[config.mk]
export PLATFORM = sky130hd
export DESIGN_NAME = memram_sdp
export DESIGN_NICKNAME = d
export VERILOG_FILES = /design/src/rtl/memram_sdp.sv
export SDC_FILE = /design/constraint.sdc
export NUM_CORES = 1
export LEC_CHECK = 0
export ABC_AREA = 1
export BUFFER_PORTS_ARGS = -buffer_cell sky130_fd_sc_hd__buf_2
export CAP_MARGIN = 15
export CORE_MARGIN = 5
export CORE_UTILIZATION = 60
export DETAILED_ROUTE_END_ITERATION = 6
export HOLD_SLACK_MARGIN = 0.06
export MAX_ROUTING_LAYER = met4
export PLACE_DENSITY = 0.74
export SLEW_MARGIN = 10
export SYNTH_ARGS = -nofsm -noshare
export SYNTH_HDL_FRONTEND = slang
export SYNTH_SLANG_ARGS = --single-unit
[constraint.sdc]
create_clock -name clk -period 2.9 [get_ports clk]
set_clock_uncertainty 0.2 [all_clocks]
set_input_delay 0.145 -clock clk [delete_from_list [all_inputs] [get_ports clk]]
set_output_delay 0.145 -clock clk [all_outputs]
set_load 0.02 [all_outputs]
[src/rtl/memram_sdp.sv]
// Simple-dual-port RAM with a registered read port and a hardware clear sweep.
// Contents are never reset; the sweep fills them with INIT_VAL after reset or on clr.
module memram_sdp #(
    parameter int                DATA_W   = 8,
    parameter int                ADDR_W   = 5,
    parameter logic [DATA_W-1:0] INIT_VAL = '0,
    parameter int                RDW_MODE = 0,
    parameter int                CLEAR_EN = 1
) (
    input  logic              clk,
    input  logic              rst,
    input  logic              we,
    input  logic [ADDR_W-1:0] waddr,
    input  logic [DATA_W-1:0] din,
    input  logic              re,
    input  logic [ADDR_W-1:0] raddr,
    output logic [DATA_W-1:0] dout,
    output logic              rvalid,
    input  logic              clr,
    output logic              busy
);
    localparam int                DEPTH    = 2 ** ADDR_W;
    localparam logic [ADDR_W-1:0] PTR_LAST = ADDR_W'(DEPTH - 1);

    typedef enum logic {S_CLEAR, S_READY} state_t;

    state_t            state, state_nxt;
    logic [ADDR_W-1:0] ptr, ptr_nxt;
    logic              mem_we;
    logic [ADDR_W-1:0] mem_wa;
    logic [DATA_W-1:0] mem_wd;
    logic              rd_en;
    logic [DATA_W-1:0] rd_data;
    logic [DATA_W-1:0] mem [DEPTH];

    always_ff @(posedge clk or posedge rst) begin
        if (rst) begin
            state <= (CLEAR_EN != 0) ? S_CLEAR : S_READY;
            ptr   <= '0;
        end else begin
            state <= state_nxt;
            ptr   <= ptr_nxt;
        end
    end

    always_comb begin
        state_nxt = state;
        ptr_nxt   = ptr;
        mem_we    = 1'b0;
        mem_wa    = waddr;
        mem_wd    = din;
        rd_en     = 1'b0;
        case (state)
            S_CLEAR: begin
                mem_we = 1'b1;
                mem_wa = ptr;
                mem_wd = INIT_VAL;
                if (clr) begin
                    ptr_nxt = '0;
                end else if (ptr == PTR_LAST) begin
                    state_nxt = S_READY;
                    ptr_nxt   = '0;
                end else begin
                    ptr_nxt = ptr + ADDR_W'(1);
                end
            end
            default: begin
                if (clr) begin
                    // Accesses in the clr cycle are dropped, not deferred.
                    state_nxt = S_CLEAR;
                    ptr_nxt   = '0;
                end else begin
                    mem_we = we;
                    rd_en  = re;
                end
            end
        endcase
    end

    always_ff @(posedge clk) begin
        if (mem_we) mem[mem_wa] <= mem_wd;
    end

    // Same-address read-during-write: bypass din, or let the array return old data.
    generate
        if (RDW_MODE == 1) begin : g_rdw_new
            assign rd_data = (mem_we && mem_wa == raddr) ? mem_wd : mem[raddr];
        end else begin : g_rdw_old
            assign rd_data = mem[raddr];
        end
    endgenerate

    always_ff @(posedge clk or posedge rst) begin
        if (rst) begin
            dout   <= '0;
            rvalid <= 1'b0;
        end else begin
            rvalid <= rd_en;
            if (rd_en) dout <= rd_data;
        end
    end

    assign busy = (state == S_CLEAR);

endmodule

==> flow_summary.json <==
{
  "synth_area_per_cell_um2": 11.4,
  "cts_resized": 0,
  "crit_arrival_ps": 2530,
  "layout.cells.non_filler": 1302,
  "p_sw_uw": 1780,
  "yosysUniqueCellTypes": 29,
  "syn2layout_area_growth_pct": 13.3,
  "fmax_mhz": 389,
  "vias": 7636,
  "intPower_uw": 6680,
  "tightestPinTransition_ps": 694,
  "setup_tns_ps": 0,
  "cts_buffers": 27,
  "initial_utilization_pct": 60.8,
  "r2r_start": "state$_DFF_PP0_",
  "dpl.hpwl_um": 16200,
  "dieArea_mm2": 0.0217,
  "cts.sinks": 271,
  "netlist_top_cells_area": "edfxtp_1 68%, nand2_1 12%, nand3_1 9.5%",
  "n_antenna_cell": 0,
  "synth_ff_type": "edfxtp_1",
  "antenna_found_initial": 0,
  "ctsRootBufferMaster": "clkbuf_16",
  "grt.total_usage_pct": 25.6,
  "power.density_mw_per_mm2": 659,
  "maxCapViolCount": 0,
  "cp_max_fo": 13,
  "drtPass1Iterations": 5,
  "maxSlewViolCount": 0,
  "dp_slack_ps": 357,
  "ant_nets": 0,
  "synth_top_area_cell": "edfxtp_1",
  "drcViolationCount": 0,
  "ys_seq_elements": 271,
  "grt_max_degree": 65,
  "cts_setup_buffers": 0,
  "crit_path_start": "state$_DFF_PP0_",
  "hold_buffers": 8,
  "pin_count": 33,
  "overflow": 0,
  "hold_slack_ps": 66.6,
  "rows": 50,
  "sw_frac_of_total_pct": 21.1,
  "rsz0062_at_grt": "no",
  "post-synth-top-count-cell": "nand2_1",
  "endpoint": "mem[27][5]$_DFFE_PP_",
  "wl_um": 26800,
  "fin_crit_sh_pct": 88.5,
  "yosysWarnings": 0,
  "ir_drop_v": 0.000781,
  "syn_inst": 991,
  "period_needed_ps": 2570,
  "clkPwrFrac_pct": 43.1,
  "grt_pass1_wl_um": 41500,
  "cts_tree": "done",
  "synth_top_area_share_pct": 67.9,
  "r2r_setup_slack_ps": 330,
  "path_class": "register to register",
  "power.leakage_uw": 0.00496,
  "port_buffers": 32,
  "wl_per_cell_um": 20.6,
  "power.share.sequential_pct": 50.8,
  "place_congestion": 0.975,
  "dpl.cell_count": 1245,
  "syn_nets": 1016,
  "max-slew-margin-rel_pct": 53.5,
  "min_path_type": "primary input to register",
  "dr.first_iter.drc_count": 986,
  "setup_ws_ps": 332,
  "combPwrFrac_pct": 6.0,
  "die_h_um": 147,
  "end_kind": "register",
  "rr_worst_depth": 6,
  "hold_violations": 0,
  "cts_buffer_depth": 3,
  "nets": 1073,
  "synth-edff-count": 256,
  "required_ps": 2860,
  "h-tree-depth": 1,
  "setup_viol": 0,
  "outcome": "completed",
  "clock_latency_ps": 530,
  "drive_gt1_share_pct": 13.1,
  "synth_commonest_cells": "353 x nand2_1, 256 x edfxtp_1, 216 x nand3_1, 37 x nor2_1, 21 x inv_1",
  "worstReg2RegEnd": "mem[27][5]$_DFFE_PP_",
  "syn_area_mm2": 0.0113,
  "clk_pin_slew_ps": 60,
  "yosysSeqAreaShare_pct": 71.2,
  "p_total_uw": 8460,
  "avgViaCountPerCell": 5.86,
  "grt_pass1_vias": 7578,
  "die_w_um": 147,
  "coreArea_mm2": 0.0186,
  "async_flop_share_pct": 5.54,
  "critical_path.startpoint_type": "register"
}
[per-layer routing]
layer  track usage (%)  vias up  share of wire, %
li1                  -     3543                 -
met5                 -        -                 0
met2              42.1      366                49
met3              4.23       40               8.1
met4              6.80        0               2.2
met1              33.8     3687                40
[cell usage in the layout, fill, tap and decap left out]
cell type / synthesis / final
nor2_4: 1 / 1
dlygate4sd3_1: 0 / 8
nor2_1: 37 / 37
xor2_1: 1 / 1
clkinv_2: 0 / 5
clkbuf_1: 5 / 4
clkbuf_8: 0 / 4
inv_1: 21 / 21
nand3_1: 216 / 216
a22o_1: 1 / 1
or2_2: 1 / 1
bufinv_16: 0 / 3
xnor2_1: 1 / 1
o21ai_2: 5 / 5
nand2_1: 353 / 353
nor2_2: 2 / 2
clkinv_1: 1 / 2
or2_1: 2 / 2
nand3_2: 4 / 4
o21ai_0: 1 / 1
buf_4: 15 / 38
buf_12: 0 / 5
ha_1: 2 / 2
a21oi_1: 3 / 3
buf_2: 15 / 31
inv_2: 6 / 5
clkbuf_16: 0 / 30
nor3_1: 2 / 2
or2_0: 1 / 1
clkinvlp_4: 0 / 3
o22ai_1: 2 / 2
edfxtp_1: 256 / 256
dfrtp_1: 15 / 15
nand2_2: 3 / 3
[area by class of cell]
type	count	area [um^2]
fill	1315	5810
sequential	271	8060
timing repair buffer	82	621
clock inverter	11	136
tap	234	293
inverter	28	106
multi-input combinational	638	2790
clock buffer	38	821
[power groups by stage]
stage	sequential, uW	clock, uW	combinational [uW]
2_1_floorplan	4390	0	331
3_3_place_gp	4380	0	481
3_5_place_dp	4380	0	488
4_1_cts	4300	3680	505
5_1_grt	4300	3840	561
6_report	4300	3650	511
[critical path: stages (launching register included)]
cell     delay, ps
dfrtp_1        450
buf_4          220
nor2_1         150
a21oi_1        110
inv_1          130
nand3_2        300
nor2_1         660
[metrics by stage]
step	cell area (um^2)	util (%)
detailed placement	11800	63.3
floorplan	11300	-
finish	12800	68.8
global placement	11800	63.3
global route	12800	68.8
CTS	12800	68.8
[cell families (layout without fill, tap and decap cells)]
family / count (synthesis) / after routing / share of synthesized area [%]
adders and majority gates: 2 / 2 / 0.221
AOI/OAI and AO/OA: 12 / 12 / 0.751
xor gates and xnor gates: 2 / 2 / 0.155
and+or+nand+nor: 622 / 622 / 23.5
buffers and inverters: 82 / 159 / 4.18
DFF: 271 / 271 / 71.2
[how the worst min path moves through the flow]
stage | from | end | cells after the start | slack [ps]
5_1_grt | din[6] | mem[16][6]$_DFFE_PP_ | 3 | 100
2_1_floorplan | rst | dout[0]$_DFFE_PP0P_ | 1 | -150
6_report | din[6] | mem[27][6]$_DFFE_PP_ | 3 | 70
4_1_cts | din[6] | mem[27][6]$_DFFE_PP_ | 3 | 70
3_3_place_gp | rst | dout[6]$_DFFE_PP0P_ | 2 | 30
3_5_place_dp | rst | dout[0]$_DFFE_PP0P_ | 2 | 40
[registers in the layout (all words and copies together), names as in the netlist]
register,count
mem,256
dout,8
rvalid,1
state,1
ptr,5
Power figures use the tool's default switching activity.
